### config.mk
export PLATFORM = sky130hd
export DESIGN_NAME = sd_cmd_tx
export DESIGN_NICKNAME = d
export VERILOG_FILES = /design/src/rtl/sd_cmd_tx.sv
export SDC_FILE = /design/constraint.sdc
export NUM_CORES = 1
export LEC_CHECK = 0
export ABC_AREA = 0
export BUFFER_PORTS_ARGS = -buffer_cell sky130_fd_sc_hd__buf_2
export CAP_MARGIN = 10
export CORE_UTILIZATION = 50
export CTS_BUF_LIST = sky130_fd_sc_hd__clkbuf_4 sky130_fd_sc_hd__clkbuf_8
export CTS_CLUSTER_SIZE = 20
export DETAILED_ROUTE_END_ITERATION = 10
export PLACE_DENSITY = 0.75
export SLEW_MARGIN = 20
export SYNTH_ARGS = -nofsm -noshare
export SYNTH_HDL_FRONTEND = slang
export SYNTH_SLANG_ARGS = --single-unit
export TNS_END_PERCENT = 5
### constraint.sdc
create_clock -name clk -period 3.7 [get_ports clk]
set_input_delay 0.74 -clock clk [delete_from_list [all_inputs] [get_ports clk]]
set_output_delay 0.74 -clock clk [all_outputs]
set_load 0.02 [all_outputs]
### src/rtl/sd_cmd_tx.sv
// sd_cmd_tx: SD-card command transmitter.
// Latches a command index and argument, obtains CRC7 from the external
// 40-bit CRC unit via the crc_en/crc_complt handshake, then shifts the
// 48-bit command frame MSB-first onto the CMD line. Each bit is held for
// CLKDIV clk cycles.
// Optional build macro: SD_CMD_NCC_GAP_EN keeps the line driven high for
// 8 extra bit periods after the end bit before releasing it.
module sd_cmd_tx #(
    parameter int CLKDIV      = 2,
    parameter int CRC_TIMEOUT = 8
) (
    input  logic        clk,
    input  logic        rst,
    input  logic        start,
    input  logic [5:0]  cmd_index,
    input  logic [31:0] cmd_arg,
    output logic        busy,
    output logic        done,
    output logic        err,
    output logic        crc_en,
    output logic [39:0] crc_data,
    input  logic        crc_complt,
    input  logic [6:0]  crc_value,
    output logic        sd_cmd_o,
    output logic        sd_cmd_oe
);

`ifdef SD_CMD_NCC_GAP_EN
    typedef enum logic [1:0] {IDLE, CRC_WAIT, SHIFT, GAP} state_t;
`else
    typedef enum logic [1:0] {IDLE, CRC_WAIT, SHIFT} state_t;
`endif

    localparam logic [7:0] DIV_LAST = 8'(CLKDIV - 1);
    localparam logic [7:0] TMO_LAST = 8'(CRC_TIMEOUT - 1);

    state_t      state_q, state_n;
    logic [5:0]  idx_q, idx_n;
    logic [31:0] arg_q, arg_n;
    logic [47:0] frame_q, frame_n;
    logic [5:0]  bit_q, bit_n;
    logic [7:0]  div_q, div_n;
    logic [7:0]  tmo_q, tmo_n;
    logic        busy_q, busy_n;
    logic        done_q, done_n;
    logic        err_q, err_n;
    logic        crc_en_q, crc_en_n;
    logic        oe_q, oe_n;

    // The frame register's MSB is the line value; it idles at all ones so the
    // released line and the NCC gap both read as 1.
    assign busy      = busy_q;
    assign done      = done_q;
    assign err       = err_q;
    assign crc_en    = crc_en_q;
    assign crc_data  = {2'b01, idx_q, arg_q};
    assign sd_cmd_o  = frame_q[47];
    assign sd_cmd_oe = oe_q;

    // State and datapath registers; async reset releases the line at once.
    always_ff @(posedge clk or posedge rst) begin
        if (rst) begin
            state_q  <= IDLE;
            idx_q    <= '0;
            arg_q    <= '0;
            frame_q  <= '1;
            bit_q    <= '0;
            div_q    <= '0;
            tmo_q    <= '0;
            busy_q   <= 1'b0;
            done_q   <= 1'b0;
            err_q    <= 1'b0;
            crc_en_q <= 1'b0;
            oe_q     <= 1'b0;
        end else begin
            state_q  <= state_n;
            idx_q    <= idx_n;
            arg_q    <= arg_n;
            frame_q  <= frame_n;
            bit_q    <= bit_n;
            div_q    <= div_n;
            tmo_q    <= tmo_n;
            busy_q   <= busy_n;
            done_q   <= done_n;
            err_q    <= err_n;
            crc_en_q <= crc_en_n;
            oe_q     <= oe_n;
        end
    end

    // Next-state and next-output logic; done/err are single-cycle pulses.
    always_comb begin
        state_n  = state_q;
        idx_n    = idx_q;
        arg_n    = arg_q;
        frame_n  = frame_q;
        bit_n    = bit_q;
        div_n    = div_q;
        tmo_n    = tmo_q;
        busy_n   = busy_q;
        done_n   = 1'b0;
        err_n    = 1'b0;
        crc_en_n = crc_en_q;
        oe_n     = oe_q;

        case (state_q)
            IDLE: begin
                if (start) begin
                    idx_n    = cmd_index;
                    arg_n    = cmd_arg;
                    busy_n   = 1'b1;
                    crc_en_n = 1'b1;
                    tmo_n    = '0;
                    state_n  = CRC_WAIT;
                end
            end

            CRC_WAIT: begin
                if (crc_complt) begin
                    frame_n  = {2'b01, idx_q, arg_q, crc_value, 1'b1};
                    oe_n     = 1'b1;
                    crc_en_n = 1'b0;
                    div_n    = '0;
                    bit_n    = '0;
                    state_n  = SHIFT;
                end else if (tmo_q == TMO_LAST) begin
                    crc_en_n = 1'b0;
                    busy_n   = 1'b0;
                    err_n    = 1'b1;
                    state_n  = IDLE;
                end else begin
                    tmo_n = tmo_q + 8'd1;
                end
            end

            SHIFT: begin
                if (div_q == DIV_LAST) begin
                    div_n = '0;
                    if (bit_q == 6'd47) begin
                        frame_n = '1;
                        bit_n   = '0;
`ifdef SD_CMD_NCC_GAP_EN
                        state_n = GAP;
`else
                        oe_n    = 1'b0;
                        busy_n  = 1'b0;
                        done_n  = 1'b1;
                        state_n = IDLE;
`endif
                    end else begin
                        frame_n = {frame_q[46:0], 1'b1};
                        bit_n   = bit_q + 6'd1;
                    end
                end else begin
                    div_n = div_q + 8'd1;
                end
            end

`ifdef SD_CMD_NCC_GAP_EN
            GAP: begin
                if (div_q == DIV_LAST) begin
                    div_n = '0;
                    if (bit_q == 6'd7) begin
                        bit_n   = '0;
                        oe_n    = 1'b0;
                        busy_n  = 1'b0;
                        done_n  = 1'b1;
                        state_n = IDLE;
                    end else begin
                        bit_n = bit_q + 6'd1;
                    end
                end else begin
                    div_n = div_q + 8'd1;
                end
            end
`endif

            default: begin
                state_n = IDLE;
            end
        endcase
    end

endmodule

==> flow_summary.toml, run 1 <==
[sta]
setup_viol = 0
slew_headroom = 0.396
finalCritPeriodShare = 0.725
worst-slew-pin-transition_ns = 0.903
min_period_ns = 2.68
hold-worst-slack_ns = 0.508
setup_tns_ns = 0
final_max_slew_viol_count = 0
hold_viol_final = 0
grt_setup_unrepaired = "false"
skew_ns = 0.00875
max_freq_mhz = 373

[clock_network]
ctsRootBufferMaster = "sky130_fd_sc_hd__clkbuf_8"
numClockSinks = 114
cts_setup_buffers = 0
clk_pin_slew_ns = 0.07
htreeDepth = 4
ctsHoldBuffers = 0
cts-resized-gates = 0
cts_buffers = 17
tritoncts = "built"
worst_skew_pair.late_latency_ns = 0.43
cts-root-to-sink-buffers = 2

[finish]
layout-area-overhead-vs-synth_pct = 18.8
final_design_area_no_fill_sq_um = 6350
storage_cell_area_sq_um = 2910
fillers = 783
drive_above_1_share = 0.502
multiInputGateArea_sq_um = 2260
antenna-diode-count = 0
nNetsFinal = 581

[global_route]
grt.total_usage = 0.215
via_count_of_the_first_global_routing_pass = 3813
gr-total-overflow = 0
grt_max_degree = 74
initial_antenna_violation_count = 0
grt_pass1_wl_mm = 18.9

[min_path]
min_path_type = "in2async"

[worst_setup_path]
critPathArrivalTime_ns = 3.04
crit_path_max_fanout = 35
worst_setup_start_kind = "flip-flop"
critical-path-slowest-cell = "sky130_fd_sc_hd__a21boi_1"
worstPathRequired_ns = 4.06
critical_path.reg2reg.endpoint = "frame_q[7]$_DFFE_PP1P_"
crit_chain = "inv_1, ha_2, a21boi_1, nor2_4, buf_16, o221a_2"
critical_path.reg2reg.startpoint = "state_q[0]$_DFFE_PP0P_"
critical_setup_path_kind = "reg2reg"
critical_path.endpoint_type = "flip-flop"
ff2ff_path_depth = 6
critical_path.max_stage_delay_ns = 0.74
r2r_slack_ns = 1.02

[synth]
ys_seq_elements = 114
post_synth_inst_count = 445
yosys-top-cells-count = "sky130_fd_sc_hd__dfrtp_1, sky130_fd_sc_hd__dfstp_2, sky130_fd_sc_hd__or3_1"
synth_most_common_cell = "sky130_fd_sc_hd__dfrtp_1"
post-synth-top-area-fraction = 0.314
synth.net_count = 501
synth_async_sr_flop_share = 1.00
yosysWarnings = 0
top_ff_cell_synth = "sky130_fd_sc_hd__dfrtp_1"
yosysUniqueCellTypes = 55
syn-mean-instance-area_sq_um = 12.0
synth_area_leader_cell = "sky130_fd_sc_hd__dfrtp_1"
post_synth_main_area_contributors = "sky130_fd_sc_hd__dfrtp_1, sky130_fd_sc_hd__dfstp_2, sky130_fd_sc_hd__o221a_2"
synth_seq_area_share = 0.544
synth.cell_area_sq_um = 5350
number_of_synthesized_flops_with_an_enable_pin = 0

[detailed_routing]
detailroute.via_count = 3967
drt-wirelength-per-cell_um = 16.7
per_cell_via_count_in_the_routed_design = 5.89
first_iter_violations = 189
drt_first_pass_iters = 4
post-route-drc-count = 0
route.final.wire_length_mm = 11.2
detail-route-antenna-nets = 0

[power_and_ir_drop]
clk_network_pwr_share = 0.499
share_of_power_burned_in_registers = 0.478
internal_power_mw = 2.08
power.total_mw = 2.62
pwr_density_cell_nw_per_um2 = 412
cellLeakagePower_nw = 2.91
switch_share = 0.205
switching_power_mw = 0.537
combinational_fraction_of_design_power = 0.024
irDropWorstVdd_mv = 0.354

[place]
post-dp-hpwl_mm = 7.30
place.gp.congestion = 0.814
placement.cell_area_sq_um = 5880
numPortBuffers = 92

[floorplanning]
die_h_um = 105
x_dimension_of_the_die_um = 105
core.rowCount = 37
top_level_ports = 95
core_area_sq_um = 10300
design.die.area_sq_um = 11100
effective_utilization_at_floorplan = 0.518

[job]
max_cap_violations = 0

[run_status]
status = "complete, no violations"
## power groups by stage
| stage | Sequential (mW) | Combinational (mW) | Clock, mW |
|---|---|---|---|
| after detailed placement | 1.27 | 0.0637 | 0 |
| after floorplan | 1.27 | 0.0282 | 0 |
| final | 1.25 | 0.0616 | 1.31 |
| after global placement | 1.27 | 0.0619 | 0 |
| after global routing | 1.25 | 0.0706 | 1.39 |
| after CTS | 1.25 | 0.0641 | 1.34 |
## metal layers
layer  routed length [um]  part of all wire  track usage  up-vias
li1                     -                 -            -     1849
met1                 5140              0.46        0.289     2000
met2                 5450              0.49        0.339      110
met3                  574             0.051       0.0538        8
met4                   63            0.0056       0.0785        0
met5                    0                 0            0        -
## sequential cells by signal, summed over array words and instances (netlist names)
signal / flops
state_q: 2
sd_cmd_oe: 1
busy: 1
arg_q: 32
div_q: 8
idx_q: 6
frame_q: 47
crc_en: 1
tmo_q: 8
err: 1
bit_q: 6
done: 1
## logic make-up after synthesis
family	share of synthesized area
mux	0.0915
xor+xnor	0.00819
compound gates	0.163
flops	0.544
simple gates	0.138
fa+ha+maj	0.0164
other cells	0.00140
buf+inv	0.0370
## layout by cell type (no fill, tap or decap), types with 3 or more instances in the layout
cell type | synthesis | final
sky130_fd_sc_hd__a211oi_1 | 3 | 3
sky130_fd_sc_hd__a21oi_1 | 8 | 8
sky130_fd_sc_hd__a31oi_1 | 3 | 3
sky130_fd_sc_hd__buf_2 | 13 | 92
sky130_fd_sc_hd__buf_4 | 2 | 4
sky130_fd_sc_hd__bufinv_16 | 0 | 4
sky130_fd_sc_hd__clkbuf_8 | 0 | 21
sky130_fd_sc_hd__clkinv_2 | 0 | 5
sky130_fd_sc_hd__dfrtp_1 | 67 | 67
sky130_fd_sc_hd__dfstp_2 | 47 | 47
sky130_fd_sc_hd__ha_1 | 7 | 6
sky130_fd_sc_hd__inv_1 | 10 | 9
sky130_fd_sc_hd__mux2_2 | 39 | 39
sky130_fd_sc_hd__mux2i_1 | 5 | 4
sky130_fd_sc_hd__nand2_1 | 18 | 17
sky130_fd_sc_hd__nand2b_1 | 3 | 3
sky130_fd_sc_hd__nand3_1 | 6 | 6
sky130_fd_sc_hd__nand3b_1 | 3 | 3
sky130_fd_sc_hd__nand4_1 | 6 | 6
sky130_fd_sc_hd__nor2_1 | 18 | 17
sky130_fd_sc_hd__nor2b_1 | 4 | 4
sky130_fd_sc_hd__nor3_1 | 8 | 8
sky130_fd_sc_hd__o21ai_0 | 18 | 18
sky130_fd_sc_hd__o221a_2 | 44 | 44
sky130_fd_sc_hd__o31ai_1 | 4 | 4
sky130_fd_sc_hd__or3_1 | 46 | 46
sky130_fd_sc_hd__or4_1 | 3 | 3
sky130_fd_sc_hd__xnor2_1 | 3 | 3
## stage by stage
stage / utilization / std cells / worst slack [ns]
finish: 0.615 / 674 / 1.02
global route: 0.615 / 674 / 0.789
floorplan: - / 445 / 0.0221
CTS: 0.613 / 673 / 1.05
detailed placement: 0.569 / 641 / 1.05
global placement: 0.569 / 641 / 1.14
## critical path: cells and delay by family (launching register included)
family	cells	cell delay (ns)
fa+ha+maj	1	0.56
simple gates	1	0.30
flops	1	0.40
compound gates	2	1.00
buf+inv	2	0.34
## final cells by class
class / instances / area share
Tap cell: 136 / 0.0268
Multi-Input combinational cell: 285 / 0.356
Clock inverter: 10 / 0.0242
Sequential cell: 114 / 0.458
Clock buffer: 22 / 0.0467
Timing Repair Buffer: 97 / 0.0815
Inverter: 10 / 0.00630
## worst max-delay path by stage
stage | start | endpoint | cells past startpoint
after global routing | state_q[0]$_DFFE_PP0P_ | frame_q[6]$_DFFE_PP1P_ | 6
after detailed placement | state_q[0]$_DFFE_PP0P_ | frame_q[2]$_DFFE_PP1P_ | 5
after floorplan | rst | arg_q[0]$_DFFE_PP0P_ | 1
after CTS | state_q[0]$_DFFE_PP0P_ | frame_q[29]$_DFFE_PP1P_ | 5
after global placement | state_q[0]$_DFFE_PP0P_ | frame_q[4]$_DFFE_PP1P_ | 5
final | state_q[0]$_DFFE_PP0P_ | frame_q[7]$_DFFE_PP1P_ | 6
Power figures use the tool's default switching activity.
==> run 2: changes to the inputs <==
ABC_AREA = 1   (was 0)
PLACE_DENSITY = 0.73   (was 0.75)
clock period = 2.7 ns   (was 3.7 ns; I/O delays follow)
==> run 2 against run 1 <==
Effect of this change: die area shrank 0.15%; non-clock buffer count is 4 higher; synthesized cell count up 53%; largest cell class unchanged; combinational power rose to 46 times the previous value; area after synthesis down 0.16%.
==> flow_summary.toml, run 2 <==
[run_status]
status = "complete, no violations"

[sta]
setup_viol = 0
skew_ns = 0.00741
finalCritPeriodShare = 0.796
slew_headroom = 0.481
hold_viol_final = 0
worst_setup_margin_ns = 0.552
worst-slew-pin-transition_ns = 0.776
setup_tns_ns = 0
final_max_slew_viol_count = 0
grt_setup_unrepaired = "false"
min_period_ns = 2.15
max_freq_mhz = 466

[worst_setup_path]
r2r_slack_ns = 0.55
path_buf_inv = 2
crit_chain = "inv_1, ha_2, buf_4, nand2_2, o21ai_0, nand2_1"
critical_path.reg2reg.startpoint = "state_q[0]$_DFFE_PP0P_"
worstPathRequired_ns = 3.04
critical-path-slowest-cell = "sky130_fd_sc_hd__nand2_2"
critical_path.max_stage_delay_ns = 0.49
worst_setup_start_kind = "flip-flop"
critical_setup_path_kind = "reg2reg"
critical_path.endpoint_type = "flip-flop"
critPathTopFamily = "simple AND/OR/NAND/NOR gates"
crit_path_max_fanout = 45
critical_path_cell_count = 6
ff2ff_path_depth = 6
worst_setup_path_endpoint = "frame_q[30]$_DFFE_PP1P_"
critical_path_origin = "state_q[0]$_DFFE_PP0P_"
critPathArrivalTime_ns = 2.49
critical_path.reg2reg.endpoint = "frame_q[30]$_DFFE_PP1P_"

[finish]
layout.cells.most_common_list = "sky130_fd_sc_hd__nand2_1, sky130_fd_sc_hd__nor2_1, sky130_fd_sc_hd__buf_2"
largest_register_ffs = 47
layout_commonest_cell = "sky130_fd_sc_hd__nand2_1"
reg.largest.list = "frame_q x47, arg_q x32"
top_reg_by_flops = "frame_q"
layout-area-overhead-vs-synth_pct = 17.9
antenna-diode-count = 0
nNetsFinal = 822
drive_above_1_share = 0.249

[detailed_routing]
post-route-drc-count = 0
drt_first_pass_iters = 5
detail-route-antenna-nets = 0
drt-wirelength-per-cell_um = 12.1
first_iter_violations = 247
detailroute.via_count = 4538
route.final.wire_length_mm = 11.1
per_cell_via_count_in_the_routed_design = 4.96

[clock_network]
ctsRootBufferMaster = "sky130_fd_sc_hd__clkbuf_8"
ctsHoldBuffers = 0
cts_setup_buffers = 0
tritoncts = "built"
worst_skew_pair.late_latency_ns = 0.42
cts-root-to-sink-buffers = 2
numClockSinks = 114
clk_pin_slew_ns = 0.07
cts_buffers = 17
cts-resized-gates = 0
htreeDepth = 4

[synth]
synth_seq_area_share = 0.545
post_synth_main_area_contributors = "sky130_fd_sc_hd__dfrtp_1, sky130_fd_sc_hd__dfstp_2, sky130_fd_sc_hd__nand2_1"
ys_seq_elements = 114
synth.net_count = 736
yosysUniqueCellTypes = 27
yosysWarnings = 0
top_ff_cell_synth = "sky130_fd_sc_hd__dfrtp_1"
synth.cell_area_sq_um = 5340
syn-mean-instance-area_sq_um = 7.85
number_of_synthesized_flops_with_an_enable_pin = 0
yosys-top-cells-count = "sky130_fd_sc_hd__nand2_1, sky130_fd_sc_hd__nor2_1, sky130_fd_sc_hd__dfrtp_1"
synth_area_leader_cell = "sky130_fd_sc_hd__dfrtp_1"
synth_async_sr_flop_share = 1.00
post-synth-top-area-fraction = 0.314
post_synth_inst_count = 680
synth_most_common_cell = "sky130_fd_sc_hd__nand2_1"

[floorplanning]
core_area_sq_um = 10300
top_level_ports = 95
die_h_um = 105
x_dimension_of_the_die_um = 105
effective_utilization_at_floorplan = 0.517
design.die.area_sq_um = 11100
core.rowCount = 37

[min_path]
min_path_type = "in2async"

[global_route]
gr-total-overflow = 0
grt_pass1_wl_mm = 19.9
initial_antenna_violation_count = 0
grt.total_usage = 0.224
grt_max_degree = 59
via_count_of_the_first_global_routing_pass = 4436

[place]
numPortBuffers = 92
place.gp.congestion = 0.833
post-dp-hpwl_mm = 7.38
detailedPlace.worstSlack_ns = 0.564

[power_and_ir_drop]
irDropWorstVdd_mv = 0.584
pwr_density_cell_nw_per_um2 = 1180
cellLeakagePower_nw = 3.26

[job]
max_cap_violations = 0
[run 2: cell types whose count changed after synthesis, sizes merged, moves of 4 or more]
cell | before | now
inv | 10 | 28
mux2 | 39 | 0
buf | 16 | 21
nor2 | 18 | 108
nor2b | 4 | 0
o21ai | 19 | 68
mux2i | 5 | 0
nand3 | 6 | 22
o221a | 44 | 0
or3 | 46 | 0
nand2 | 18 | 262
clkbuf | 20 | 13
[run 2: kinds of logic after synthesis]
logic type	count (synthesis)	synth area share
buffers and inverters	62	0.0518
XOR/XNOR	2	0.00328
flip-flops	114	0.545
other	2	0.00141
AND/OR/NAND/NOR	413	0.305
AO/OA/AOI/OAI	80	0.0769
adder cells (fa/ha/maj)	7	0.0164
[run 2: stage by stage]
step,power (mW),std cells,instance area [sq um],util,hold slack [ns]
global route,8.08,915,6290,0.610,0.287
detailed placement,5.89,883,5900,0.572,0.457
CTS,7.49,915,6290,0.610,0.275
floorplan,5.11,680,5340,-,0.444
global placement,5.80,883,5900,0.572,0.454
finish,7.43,915,6290,0.610,0.260
[run 2: worst min path at each step]
| stage | endpoint | depth (start not counted) |
|---|---|---|
| global route | arg_q[25]$_DFFE_PP0P_ | 3 |
| global placement | frame_q[25]$_DFFE_PP1P_ | 2 |
| CTS | arg_q[31]$_DFFE_PP0P_ | 2 |
| finish | arg_q[30]$_DFFE_PP0P_ | 2 |
| floorplan | frame_q[10]$_DFFE_PP1P_ | 2 |
| detailed placement | frame_q[44]$_DFFE_PP1P_ | 2 |
[run 2: layout make-up]
class / count / area [sq um]
multi-input combinational: 504 / 2160
sequential: 114 / 2910
clock buffer: 21 / 283
inverter: 28 / 109
clock inverter: 11 / 110
tap: 136 / 170
timing repair buffer: 101 / 553
fill: 892 / 4030
[run 2: power by group]
| group | switching [mW] | leakage, nW | internal (mW) | total (mW) |
|---|---|---|---|---|
| registers | 0.447 | 1.35 | 2.59 | 3.04 |
| clock network | 0.672 | 0.204 | 0.891 | 1.56 |
| logic | 1.92 | 1.70 | 0.910 | 2.83 |
[run 2: worst reg2reg max path: cells and delay by family, from the launching register on]
kind / cells / cell delay [ns]
flops: 1 / 0.41
compound gates: 1 / 0.38
buf+inv: 2 / 0.45
simple gates: 2 / 0.60
fa+ha+maj: 1 / 0.23
[run 2: per-layer routing]
layer | GRT usage | wire length, um | share of wire
met1 | 0.296 | 5260 | 0.47
met2 | 0.359 | 5170 | 0.47
met3 | 0.0594 | 582 | 0.052
met4 | 0.0755 | 105 | 0.0094
met5 | 0 | 0 | 0
==> run 3: changes to the inputs <==
PLACE_DENSITY = 0.75   (was 0.73)
clock period = 1.9 ns   (was 2.7 ns; I/O delays follow)
==> run 3 against run 2 <==
Effect of this change: non-clock buffer count grew 6; critical path depth rose by 5; final area grew 2.0%; combinational power is 50% higher; first-iteration DRC count decreased by 37%; highest routed layer unchanged; sequential power is 42% higher; total power is 47% higher; clock-buffer cell count is 1 higher; clock skew hardly changed; sequential share of layout area decreased by 0.92 points; largest cell class unchanged.
==> flow_summary.toml, run 3 (synthesis gave the netlist of run 2 again) <==
[worst_setup_path]
critical_path.endpoint_type = "flip-flop"
critical_setup_path_kind = "reg2reg"
worst_setup_path_endpoint = "frame_q[28]$_DFFE_PP1P_"
crit_path_max_fanout = 43
critical-path-slowest-cell = "sky130_fd_sc_hd__dfrtp_1"
worst_setup_start_kind = "flip-flop"
critPathArrivalTime_ns = 2.09
crit_chain = "inv_1, ha_1, nand2_1, nor2_1, nand2_1, nand2_2, nand2_4, buf_12, nor2_1, o21ai_0, nand2_1"
worstPathRequired_ns = 2.27
path_buf_inv = 2
critical_path.reg2reg.startpoint = "div_q[1]$_DFFE_PP0P_"
critPathTopFamily = "simple AND/OR/NAND/NOR gates"
ff2ff_path_depth = 11
critical_path.reg2reg.endpoint = "frame_q[28]$_DFFE_PP1P_"
critical_path_origin = "div_q[1]$_DFFE_PP0P_"
critPathMostFrequentCell = "sky130_fd_sc_hd__nand2_1"
critical_path.max_stage_delay_ns = 0.42
critical_path_cell_count = 11
r2r_slack_ns = 0.18

[sta]
setup_viol = 0
hold_viol_final = 0
min_period_ns = 1.72
setup_tns_ns = 0
max_freq_mhz = 581
worst-slew-pin-transition_ns = 0.567
worst_setup_margin_ns = 0.179
hold-worst-slack_ns = 0.00410
slew_headroom = 0.621
final_max_slew_viol_count = 0
grt_setup_unrepaired = "false"
finalCritPeriodShare = 0.906
skew_ns = 0.00729

[clock_network]
worst_skew_pair.late_latency_ns = 0.43
tritoncts = "built"
cts_buffers = 17
htreeDepth = 4
ctsHoldBuffers = 0
ctsRootBufferMaster = "sky130_fd_sc_hd__clkbuf_8"
numClockSinks = 114
cts_setup_buffers = 0
cts-resized-gates = 0
clk_pin_slew_ns = 0.07
cts-root-to-sink-buffers = 2

[place]
detailedPlace.worstSlack_ns = 0.176
post-dp-hpwl_mm = 7.77
dp_cells = 889
place.gp.congestion = 0.858
numPortBuffers = 92

[finish]
largest_register_ffs = 47
post_layout_nonfiller_instances = 921
reg.largest.list = "frame_q x47, arg_q x32"
drive_above_1_share = 0.256
antenna-diode-count = 0
top_reg_by_flops = "frame_q"
layout-area-overhead-vs-synth_pct = 20.3
layout_commonest_cell = "sky130_fd_sc_hd__nand2_1"
layout.cells.most_common_list = "sky130_fd_sc_hd__nand2_1, sky130_fd_sc_hd__nor2_1, sky130_fd_sc_hd__buf_2"
nNetsFinal = 828

[global_route]
grt_max_degree = 45
via_count_of_the_first_global_routing_pass = 4481
gr-total-overflow = 0
grt.total_usage = 0.225
initial_antenna_violation_count = 0
grt_pass1_wl_mm = 20.0

[power_and_ir_drop]
irDropWorstVdd_mv = 1.05
pwr_density_cell_nw_per_um2 = 1700
cellLeakagePower_nw = 3.32

[detailed_routing]
detail-route-antenna-nets = 0
route.final.wire_length_mm = 11.5
per_cell_via_count_in_the_routed_design = 5.05
detailroute.via_count = 4652
post-route-drc-count = 0
drt_first_pass_iters = 5
drt-wirelength-per-cell_um = 12.5
first_iter_violations = 156

[floorplanning]
die_h_um = 105
top_level_ports = 95
effective_utilization_at_floorplan = 0.517
x_dimension_of_the_die_um = 105
core.rowCount = 37
design.die.area_sq_um = 11100
core_area_sq_um = 10300

[run_status]
status = "complete, no violations"

[min_path]
min_path_type = "in2async"

[job]
max_cap_violations = 0
-- run 3: cell count changes in the layout (fill, tap and decap cells not counted) --
| cell | previous run | this run |
|---|---|---|
| sky130_fd_sc_hd__buf_12 | 2 | 6 |
| sky130_fd_sc_hd__buf_4 | 7 | 9 |
| sky130_fd_sc_hd__clkinv_2 | 7 | 5 |
| sky130_fd_sc_hd__bufinv_16 | 2 | 3 |
| sky130_fd_sc_hd__clkbuf_4 | 1 | 2 |
| sky130_fd_sc_hd__clkinv_4 | 0 | 1 |
| sky130_fd_sc_hd__clkinvlp_4 | 3 | 2 |
| sky130_fd_sc_hd__o21ai_1 | 7 | 6 |
| sky130_fd_sc_hd__o21ai_2 | 0 | 1 |
-- run 3: cell type report --
| type | count | area [sq um] |
|---|---|---|
| fillers | 913 | 3900 |
| flip-flops and latches | 114 | 2910 |
| multi-input cells | 504 | 2160 |
| repair buffers | 107 | 648 |
| clock buffers | 22 | 290 |
| well taps | 136 | 170 |
| clock inverters | 10 | 131 |
| inverters | 28 | 109 |
-- run 3: routing by layer --
layer / track usage / share of wire
met5: 0 / 0
met4: 0.0704 / 0.010
met3: 0.0575 / 0.045
met2: 0.382 / 0.49
met1: 0.283 / 0.45
-- run 3: power by group --
part	switching, mW	total [mW]	leakage, nW	internal [mW]
clock network	0.946	2.37	0.219	1.42
logic	2.81	4.24	1.75	1.44
registers	0.634	4.32	1.35	3.68
total	4.39	10.9	3.32	6.54
-- run 3: worst min path at each step --
stage	to	depth (start not counted)
after global placement	arg_q[29]$_DFFE_PP0P_	2
after CTS	arg_q[29]$_DFFE_PP0P_	2
after floorplan	frame_q[10]$_DFFE_PP1P_	2
after detailed placement	frame_q[8]$_DFFE_PP1P_	2
after global routing	arg_q[29]$_DFFE_PP0P_	2
final	arg_q[29]$_DFFE_PP0P_	2
-- run 3: through the flow --
| stage | power [mW] | area, sq um | util |
|---|---|---|---|
| after floorplan | 7.27 | 5340 | - |
| after global placement | 8.39 | 6000 | 0.581 |
| after detailed placement | 8.60 | 6000 | 0.581 |
| after CTS | 11.0 | 6420 | 0.622 |
| after global routing | 11.8 | 6420 | 0.622 |
| final | 10.9 | 6420 | 0.622 |
